<file path="src/rtl/spi_pkg.sv">
// Shared definitions for the SPI master: default frame width, divider bounds
// and the frame sequencer state encoding.
package spi_pkg;

    localparam int SPI_M_DEFAULT   = 9;
    localparam int SPI_DIV_DEFAULT = 4;
    localparam int SPI_DIV_MIN     = 2;

    typedef enum logic [2:0] {
        ST_IDLE = 3'd0,
        ST_LEAD = 3'd1,
        ST_HIGH = 3'd2,
        ST_LOW  = 3'd3,
        ST_END  = 3'd4,
        ST_GAP  = 3'd5
    } spi_state_t;

    // Cycles LOAD stays low for one frame.
    function automatic int spi_load_low_cycles(input int m, input int div);
        return div * (2 * m + 1);
    endfunction

endpackage

</file>
<file path="src/rtl/spi_div_tick.sv">
// Loadable down-counter that flags its terminal count; the FSM reloads it on
// every state change so each state lasts (load value + 1) cycles.
module spi_div_tick #(
    parameter int DW = 2
) (
    input  logic          clk,
    input  logic          clr,
    input  logic          i_load,
    input  logic [DW-1:0] i_load_val,
    output logic          o_tick
);

    logic [DW-1:0] r_cnt;

    always_ff @(posedge clk) begin
        if (clr) begin
            r_cnt <= '0;
        end else if (i_load) begin
            r_cnt <= i_load_val;
        end else if (r_cnt != '0) begin
            r_cnt <= r_cnt - 1'b1;
        end
    end

    assign o_tick = (r_cnt == '0);

endmodule

</file>
<file path="src/rtl/spi_master.sv">
// SPI master for the LOAD/SCLK/MOSI/MISO slave link: shifts one M-bit word each
// way per frame, MSB first, then raises LOAD so the slave latches and reloads.
module spi_master
    import spi_pkg::*;
#(
    parameter int M   = SPI_M_DEFAULT,
    parameter int DIV = SPI_DIV_DEFAULT
) (
    input  logic         clk,
    input  logic         clr,
    input  logic         st,
    input  logic [M-1:0] DI,
    output logic [M-1:0] DO,
    output logic         BUSY,
    output logic         DONE,
    output logic         SCLK,
    output logic         LOAD,
    output logic         MOSI,
    input  logic         MISO,
    output spi_state_t   dbg_state
);

    localparam int BW = $clog2(M);
    localparam int DW = $clog2(DIV);

    spi_state_t     r_state;
    logic [M-1:0]   r_tx_sr;
    logic [M-1:0]   r_rx_sr;
    logic [BW-1:0]  r_bit;

    logic           w_tick;
    logic           w_div_load;
    logic [DW-1:0]  w_div_val;

    // Divider reload accompanies every state change; GAP is one cycle shorter
    // because END already counts toward the inter-frame spacing.
    always_comb begin
        w_div_load = 1'b0;
        w_div_val  = DW'(DIV - 1);
        case (r_state)
            ST_IDLE: w_div_load = st;
            ST_END: begin
                w_div_load = 1'b1;
                w_div_val  = DW'(DIV - 2);
            end
            default: w_div_load = w_tick;
        endcase
    end

    spi_div_tick #(
        .DW(DW)
    ) u_div (
        .clk       (clk),
        .clr       (clr),
        .i_load    (w_div_load),
        .i_load_val(w_div_val),
        .o_tick    (w_tick)
    );

    always_ff @(posedge clk) begin
        if (clr) begin
            r_state <= ST_IDLE;
            r_tx_sr <= '0;
            r_rx_sr <= '0;
            r_bit   <= '0;
            DO      <= '0;
            BUSY    <= 1'b0;
            DONE    <= 1'b0;
            SCLK    <= 1'b0;
            LOAD    <= 1'b1;
            MOSI    <= 1'b0;
        end else begin
            DONE <= 1'b0;
            case (r_state)
                ST_IDLE: begin
                    if (st) begin
                        r_tx_sr <= DI;
                        r_rx_sr <= '0;
                        r_bit   <= '0;
                        MOSI    <= DI[M-1];
                        LOAD    <= 1'b0;
                        BUSY    <= 1'b1;
                        r_state <= ST_LEAD;
                    end
                end
                ST_LEAD: begin
                    if (w_tick) begin
                        SCLK    <= 1'b1;
                        r_rx_sr <= {r_rx_sr[M-2:0], MISO};
                        r_state <= ST_HIGH;
                    end
                end
                ST_HIGH: begin
                    if (w_tick) begin
                        SCLK    <= 1'b0;
                        r_tx_sr <= {r_tx_sr[M-2:0], 1'b0};
                        MOSI    <= r_tx_sr[M-2];
                        r_state <= ST_LOW;
                    end
                end
                ST_LOW: begin
                    if (w_tick) begin
                        if (r_bit == BW'(M - 1)) begin
                            LOAD    <= 1'b1;
                            DO      <= r_rx_sr;
                            DONE    <= 1'b1;
                            r_state <= ST_END;
                        end else begin
                            r_bit   <= r_bit + 1'b1;
                            SCLK    <= 1'b1;
                            r_rx_sr <= {r_rx_sr[M-2:0], MISO};
                            r_state <= ST_HIGH;
                        end
                    end
                end
                ST_END: begin
                    r_state <= ST_GAP;
                end
                ST_GAP: begin
                    if (w_tick) begin
                        BUSY    <= 1'b0;
                        r_state <= ST_IDLE;
                    end
                end
                default: begin
                    r_state <= ST_IDLE;
                end
            endcase
        end
    end

    assign dbg_state = r_state;

endmodule

</file>
<file path="config.mk">
export PLATFORM = sky130hd
export DESIGN_NAME = spi_master
export DESIGN_NICKNAME = d
export VERILOG_FILES = /design/src/rtl/spi_pkg.sv /design/src/rtl/spi_div_tick.sv /design/src/rtl/spi_master.sv
export SDC_FILE = /design/constraint.sdc
export NUM_CORES = 1
export LEC_CHECK = 0
export ABC_AREA = 1
export CAP_MARGIN = 25
export CELL_PAD_IN_SITES_DETAIL_PLACEMENT = 0
export CELL_PAD_IN_SITES_GLOBAL_PLACEMENT = 1
export CORE_AREA = 2 2 76 78
export DETAILED_ROUTE_END_ITERATION = 7
export DIE_AREA = 0 0 78 80
export PLACE_DENSITY_LB_ADDON = 0.1
export SETUP_SLACK_MARGIN = 0.4
export SKIP_CTS_REPAIR_TIMING = 1
export SLEW_MARGIN = 20
export SYNTH_ARGS = -nofsm -noshare
export SYNTH_HDL_FRONTEND = slang
export SYNTH_HIERARCHICAL = 1
export SYNTH_SLANG_ARGS = --single-unit
</file>
<file path="constraint.sdc">
create_clock -name clk -period 1.7 [get_ports clk]
set_input_delay 0.34 -clock clk [delete_from_list [all_inputs] [get_ports clk]]
set_output_delay 0.34 -clock clk [all_outputs]
set_load 0.005 [all_outputs]
</file>
==> impl_metrics.tcl, run 1 <==
set metrics [dict create \
    cts_buffers 5 \
    start_util 0.368 \
    dp.cells 382 \
    cts.reportedPaths.clkPinSlew_ps 80 \
    synth_area_mm2 0.00199 \
    synth-seq-cells 40 \
    ant_nets 0 \
    drc 0 \
    syn_to_final_growth_pct 57.1 \
    routed_wl_um 5290 \
    hp-class "reg2reg" \
    cellPowerDensity_mw_per_mm2 2070 \
    firstDrtPassIters 4 \
    dp_hpwl_um 3060 \
    final_nets 358 \
    final_util 0.578 \
    finalSetupViolCount 0 \
    total_power_mw 6.45 \
    crit_type "reg2out" \
    worst-path-buf-inv 1 \
    clockBufferDepth 2 \
    drive_gt1_frac 0.364 \
    maxCapViolations 0 \
    period_share 0.891 \
    synth.avg_cell_area_um2 7.00 \
    wire_per_inst_um 12.7 \
    yosys-top-cells-area "dfxtp_1 (40%), nand2_1 (12%), nor2_1 (9.4%), nand3_1 (6.0%), o21ai_0 (5.8%)" \
    syn_nets 300 \
    wl_met2_um 2520 \
    highest_layer "met4" \
    synthArstFlopShare 0 \
    antenna_found_initial 0 \
    wl_met1_um 2560 \
    cts_root_buffer "clkbuf_8" \
    path_delay_family "buffers and inverters" \
    skew_ps 7.14 \
    die_w_um 78 \
    coreArea_mm2 0.00541 \
    synth_flop_cell "dfxtp_1" \
    fill_cells 498 \
    clock_sinks 40 \
    port_buffers 29 \
    power.leakage_nw 1.58 \
    rsz0062_at_grt "true" \
    cpPeakStageDelay_ps 500 \
    viasPerCell 4.72 \
    insertedDiodeCount 0 \
    rr_worst_depth 8 \
    crit_path_max_fanout 5 \
    rows 27 \
    drt_iter0_markers 124 \
    overflow 0 \
    synth_enable_flop_cells 0 \
    ys_top_cells_by_count "nand2_1 (61), nor2_1 (50), dfxtp_1 (40)" \
    status "finished clean" \
    cp-end-kind "primary output" \
    design.die.area_mm2 0.00624 \
    synth_cell_types 30 \
    place.gp.congestion 0.770 \
    via_count 1960 \
    crit_path_top_delay_cell "clkdlybuf4s50_1" \
    hold_depth 2 \
    drv_slew 0 \
    ios 30 \
    yosysWarnings 6 \
    crit_arrival_ps 1170 \
    clk-insertion-delay-late_ps 290 \
    netlist_instances 284 \
    yosysMostFrequentCell "nand2_1" \
    fin_cells 415 \
    max_freq_mhz 660 \
    ir_drop_mv 0.752 \
    cp_num_cells 1 \
    grt_start_max_net_pins 30 \
    netlist.area_leader.share 0.403 \
    min_period_ps 1510 \
    cts_tree "yes" \
    fp.dieH_um 80 \
    grtUsageTotal 0.149 \
    grt_pass1_wl_um 7480 \
    startpoint_type "flop" \
    yosys.area.top_type "dfxtp_1" \
    first_global_vias 1636 \
    hold_violations 0 \
    cp_cell_sequence "clkdlybuf4s50_1" \
    cp.required_ps 1360 \
    cts-htree-levels 2 \
    synth-seq-area-share 0.403 \
    wl_met3_um 201 \
]
placed cells by master, fill, tap and decap left out, types with 7 or more instances in the layout:
cell type        count
nand3_4              7
nand2_1             51
o21ai_1             15
inv_1               19
nand2_4              9
nor2_1              32
dfxtp_2              9
a21oi_1             16
nor2_2              12
nand3_1             14
dlymetal6s2s_1      16
nor2_4              15
buf_4               16
nand3_2              8
dfxtp_1             28
clkdlybuf4s50_1     13
routing by layer:
layer / vias up / global-route usage
met5: - / 0
met4: 0 / 0.0474
met3: 2 / 0.0362
met2: 34 / 0.235
met1: 890 / 0.200
li1: 1034 / -
area by class of cell:
cell class	instances	area [µm²]	share of cell area
tap	72	90.1	0.0288
inverter	31	144	0.0461
clock buffer	6	72.6	0.0232
multi-input combinational	210	1390	0.444
timing repair inverter	1	6.26	0.00200
sequential	40	823	0.264
clock inverter	2	35.0	0.0112
timing repair buffer	53	567	0.181
power by group:
group          leakage (nW)  switching [mW]  internal, mW  total, mW
logic                  1.19            2.37          1.75       4.12
clock network        0.0552           0.334         0.436      0.769
registers             0.334           0.273          1.29       1.57
total                  1.58            2.98          3.47       6.45
final timing paths:
check               start            to  slack [ps]
max          dbg_state[0]  dbg_state[0]         190
min                 DO[4]         DO[4]         440
max reg2reg  dbg_state[0]    r_rx_sr[7]         260
min reg2reg         DO[4]         DO[4]         440
registers in the layout, indices dropped and copies added (netlist names):
signal,cells
SCLK,1
u_div/r_cnt,2
r_rx_sr,9
dbg_state,3
DONE,1
r_tx_sr,8
MOSI,1
DO,9
BUSY,1
LOAD,1
r_bit,4
per-stage QoR:
stage	hold WS [ps]	cell area, µm²	TNS, ps	setup WS [ps]
finish	440	3120	0	185
global route	459	3120	0	145
CTS	447	2510	-137	-69.5
detailed placement	434	2400	0	77.6
global placement	433	2400	0	81.2
floorplan	402	2020	0	400
cells by family (layout without fill, tap and decap cells):
| kind of cell | Yosys count | count (layout) | share of synthesized area |
|---|---|---|---|
| simple gates | 156 | 160 | 0.374 |
| compound gates | 46 | 46 | 0.121 |
| flops | 40 | 40 | 0.403 |
| buf+inv | 38 | 93 | 0.0812 |
| fa+ha+maj | 3 | 3 | 0.0189 |
| other cells | 1 | 1 | 0.00189 |
Note: power is estimated with default switching activity, not from simulation.
==> run 2: changes to the inputs <==
CORE_AREA = 2 2 73 75   (was 2 2 76 78)
DIE_AREA = 0 0 75 77   (was 0 0 78 80)
clock period = 1.9 ns   (was 1.7 ns; I/O delays follow)
==> run 2 against run 1 <==
Compared with the run above: sequential power fell by 13%; utilization down 3.4 points; worst setup slack gained 290 ps; critical path depth increased by 9; highest routed layer unchanged; hold slack got worse by 2.2 ps; combinational power fell by 36%; critical endpoint is now r_rx_sr[8]; sequential share of layout area is 4.0 points higher; largest cell class unchanged; first-iteration DRC count fell by 18%; design area is 13% lower; final cell count is 4.1% lower; non-clock buffer count decreased by 12.
==> impl_metrics.tcl, run 2 (synthesis results as in run 1) <==
set metrics [dict create \
    status "finished clean" \
    wl_met1_um 2190 \
    first_global_vias 1673 \
    startpoint_type "flop" \
    insertedDiodeCount 0 \
    max_freq_mhz 703 \
    grt_pass1_wl_um 7360 \
    grtUsageTotal 0.163 \
    ant_nets 0 \
    grt_start_max_net_pins 20 \
    min_period_ps 1420 \
    cp-end-kind "flop" \
    viasPerCell 4.79 \
    maxCapViolations 0 \
    via_count 1906 \
    period_share 0.749 \
    final_common_cell "nand2_1" \
    crit_arrival_ps 1610 \
    coreArea_mm2 0.00498 \
    wire_per_inst_um 11.7 \
    ir_drop_mv 0.736 \
    cp.required_ps 2090 \
    crit_type "reg2reg" \
    clockBufferDepth 2 \
    hold_violations 0 \
    ios 30 \
    fin_cells 398 \
    tns_ps 0 \
    drv_slew 0 \
    wl_met2_um 2250 \
    drc 0 \
    wl_met3_um 146 \
    hp-class "reg2reg" \
    cts_buffers 5 \
    cellPowerDensity_mw_per_mm2 1710 \
    final_cell_area_mm2 0.00271 \
    power.leakage_nw 1.44 \
    cts.reportedPaths.clkPinSlew_ps 70 \
    hold_depth 2 \
    syn_to_final_growth_pct 36.1 \
    overflow 0 \
    place.gp.congestion 0.809 \
    fp.dieH_um 77 \
    hold_ws_ps 438 \
    highest_layer "met4" \
    rows 26 \
    seq_area_um2 822 \
    design.die.area_mm2 0.00578 \
    port_buffers 29 \
    finalSetupViolCount 0 \
    start_util 0.399 \
    final_cell_mix "nand2_1 (57), nor2_1 (48), dfxtp_1 (29)" \
    clk-insertion-delay-late_ps 290 \
    dp.cells 384 \
    dp_hpwl_um 3150 \
    cts_tree "yes" \
    die_w_um 75 \
    final_nets 344 \
    clock_sinks 40 \
    antenna_found_initial 0 \
    skew_ps 2.10 \
    top_regs "DO (9), r_rx_sr (9), r_tx_sr (8)" \
    cts_root_buffer "clkbuf_8" \
    routed_wl_um 4660 \
    cts-htree-levels 2 \
    firstDrtPassIters 4 \
    drt_iter0_markers 102 \
    crit_path_max_fanout 5 \
    rr_worst_depth 10 \
    multi_input_area_mm2 0.00114 \
    placed_area_mm2 0.00238 \
    fill_cells 490 \
    drive_gt1_frac 0.216 \
    rsz0062_at_grt "true" \
]
run 2: cell types whose count changed in the layout (fill, tap and decap cells not counted), sizes merged:
cell,before,now
buf,24,12
bufinv,1,0
clkbuf,6,7
clkdlybuf4s50,13,12
clkinv,2,0
dlymetal6s2s,16,17
nand2,69,68
run 2: per-stage QoR:
stage          total power [mW]  utilization  worst slack [ps]
3_3_place_gp               3.62        0.479               233
3_5_place_dp               3.62        0.479               197
6_report                   4.63        0.543               477
5_1_grt                    5.05        0.543               355
4_1_cts                    4.25        0.498              73.5
2_1_floorplan              3.03            -               404
run 2: final cells by class:
class,count,area share
clock buffers,7,0.0356
flip-flops and latches,40,0.304
multi-input cells,209,0.420
repair buffers,41,0.161
well taps,70,0.0324
inverters,31,0.0467
run 2: layer usage:
metal,up-vias,global-route usage
met4,0,0.0643
met1,870,0.213
met5,-,0
met2,28,0.260
met3,7,0.0329
li1,1001,-
run 2: where the power goes:
part	total, mW	leakage (nW)	switching [mW]	internal, mW
registers	1.37	0.334	0.218	1.15
logic	2.65	1.06	1.63	1.02
clock network	0.607	0.0503	0.284	0.323
run 2: path summary, 6_finish.rpt:
| check | startpoint | to | slack [ps] |
|---|---|---|---|
| max | r_bit[0] | r_rx_sr[8] | 480 |
| max reg2reg | r_bit[0] | r_rx_sr[8] | 480 |
| min | DO[6] | DO[6] | 440 |
| min reg2reg | DO[6] | DO[6] | 440 |
run 2: critical path, stage by stage (launching register included):
cell	delay, ps
dfxtp_2	340
inv_1	60
ha_1	190
nand2_1	80
nor2_2	50
nand2_2	130
nand2_4	80
nor2_4	190
nand3_1	90
nand2_1	70
nor2_1	40
==> run 3: changes to the inputs <==
CORE_AREA = 2 2 76 78   (was 2 2 73 75)
DIE_AREA = 0 0 78 80   (was 0 0 75 77)
clock period = 1.4 ns   (was 1.9 ns; I/O delays follow)
==> run 3 against run 2 <==
Compared with the run above: sequential cell count unchanged; clock skew is 4.7 ps higher; fmax rose by 3.6%; count of clock-buffer cells in the layout down 2; worst setup slack got worse by 450 ps; final cell count up 5.8%.
==> impl_metrics.tcl, run 3 (synthesis results as in run 1) <==
set metrics [dict create \
    status "finished clean" \
    start_util 0.368 \
    overflow 0 \
    clock_sinks 40 \
    coreArea_mm2 0.00541 \
    p_int_mw 3.96 \
    rows 27 \
    crit_arrival_ps 1560 \
    cts-htree-levels 2 \
    ios 30 \
    hp-class "reg2reg" \
    skew_ps 6.75 \
    rsz0062_at_grt "true" \
    cts.reportedPaths.clkPinSlew_ps 80 \
    via_count 1960 \
    worst_r2r_endpoint "r_tx_sr[2]" \
    dp.cells 394 \
    clkPwrFrac 0.136 \
    r2r_start "dbg_state[2]" \
    cp_cell_sequence "buf_6 > nor2_4 > buf_6 > nand3_4 > o21ai_0 > nor2_1" \
    max_freq_mhz 728 \
    routed_wl_um 5010 \
    startpoint_type "flop" \
    crit_path_top_delay_cell "dfxtp_4" \
    min_period_ps 1370 \
    wire_per_inst_um 11.9 \
    grt_start_max_net_pins 29 \
    hold_violations 0 \
    insertedDiodeCount 0 \
    cts_tree "yes" \
    place.gp.congestion 0.771 \
    power.leakage_nw 1.30 \
    port_buffers 29 \
    p_sw_mw 3.28 \
    final_common_cell "nand2_1" \
    cpPeakStageDelay_ps 360 \
    path_common_cell "buf_6" \
    ant_nets 0 \
    antenna_found_initial 0 \
    reg2reg_slack_ps 30 \
    grtUsageTotal 0.162 \
    firstDrtPassIters 4 \
    hold_depth 2 \
    dpl_worst_slack_ps -102 \
    die_w_um 78 \
    syn_to_final_growth_pct 46.2 \
    crit_path_max_fanout 6 \
    cts_buffers 5 \
    setup_ws_ps 27.0 \
    crit_type "reg2reg" \
    final_nets 364 \
    fp.dieH_um 80 \
    first_global_vias 1732 \
    power_frac_seq 0.259 \
    drive_gt1_frac 0.404 \
    finalSetupViolCount 0 \
    dp_hpwl_um 3250 \
    worstHoldEndpoint "DO[8]" \
    total_power_mw 7.23 \
    cp.required_ps 1590 \
    switching_share 0.453 \
    cellPowerDensity_mw_per_mm2 2490 \
    fin_cells 421 \
    viasPerCell 4.66 \
    clockBufferDepth 2 \
    final_cell_mix "nand2_1 (50), nor2_1 (41), buf_4 (27)" \
    design.die.area_mm2 0.00624 \
    clk-insertion-delay-late_ps 300 \
    cp-end-kind "flop" \
    min_from "DO[8]" \
    drc 0 \
    rr_worst_depth 6 \
    tns_ps 0 \
    maxCapViolations 0 \
    grt_pass1_wl_um 8010 \
    final_cell_area_mm2 0.00291 \
    period_share 0.981 \
    top_regs "DO (9), r_rx_sr (9), r_tx_sr (8)" \
    placed_area_mm2 0.00255 \
    drt_iter0_markers 73 \
    drv_slew 0 \
    cts_root_buffer "clkbuf_8" \
    ir_drop_mv 0.938 \
    combPwrFrac 0.605 \
]
==> run 3: per-layer routing <==
layer | GRT usage | vias up | wire, µm
met5 | 0 | - | 0
met4 | 0.0579 | 0 | 63
met3 | 0.0351 | 6 | 186
met2 | 0.262 | 26 | 2370
met1 | 0.212 | 889 | 2390
li1 | - | 1039 | -
==> run 3: how the worst max path moves through the flow <==
stage | start | slack [ps] | endpoint
6_report | dbg_state[2] | 30 | r_tx_sr[2]
4_1_cts | dbg_state[2] | -270 | dbg_state[2]
5_1_grt | r_bit[1] | -60 | DO[1]
3_5_place_dp | st | -100 | r_bit[2]
2_1_floorplan | u_div/r_cnt[1] | 150 | r_rx_sr[1]
3_3_place_gp | st | -100 | r_bit[3]
==> run 3: layout make-up <==
| type | count | area (µm²) |
|---|---|---|
| timing repair buffer | 61 | 494 |
| multi-input combinational | 208 | 1240 |
| timing repair inverter | 1 | 6.26 |
| clock buffer | 5 | 68.8 |
| fill | 564 | 2500 |
| inverter | 31 | 131 |
| sequential | 40 | 832 |
| tap | 72 | 90.1 |
| clock inverter | 3 | 47.5 |
==> run 3: power by group through the flow <==
stage	clock, mW	sequential (mW)	combinational [mW]
final	0.983	1.87	4.38
after global routing	1.06	1.92	4.89
after CTS	1.03	1.91	3.46
after detailed placement	0	1.94	3.44
after global placement	0	1.93	3.44
after floorplan	0	1.79	2.64
==> run 3: worst max-delay path: cells and delay by family, from the launching register on <==
kind	cells	cell delay (ps)
AND/OR/NAND/NOR	3	410
flip-flops	1	360
buffers and inverters	2	290
AO/OA/AOI/OAI	1	200
==> run 3: stage by stage <==
stage,utilization,hold slack [ps]
after global placement,0.472,434
after floorplan,-,342
after detailed placement,0.472,433
after global routing,0.538,454
after CTS,0.494,447
final,0.538,440
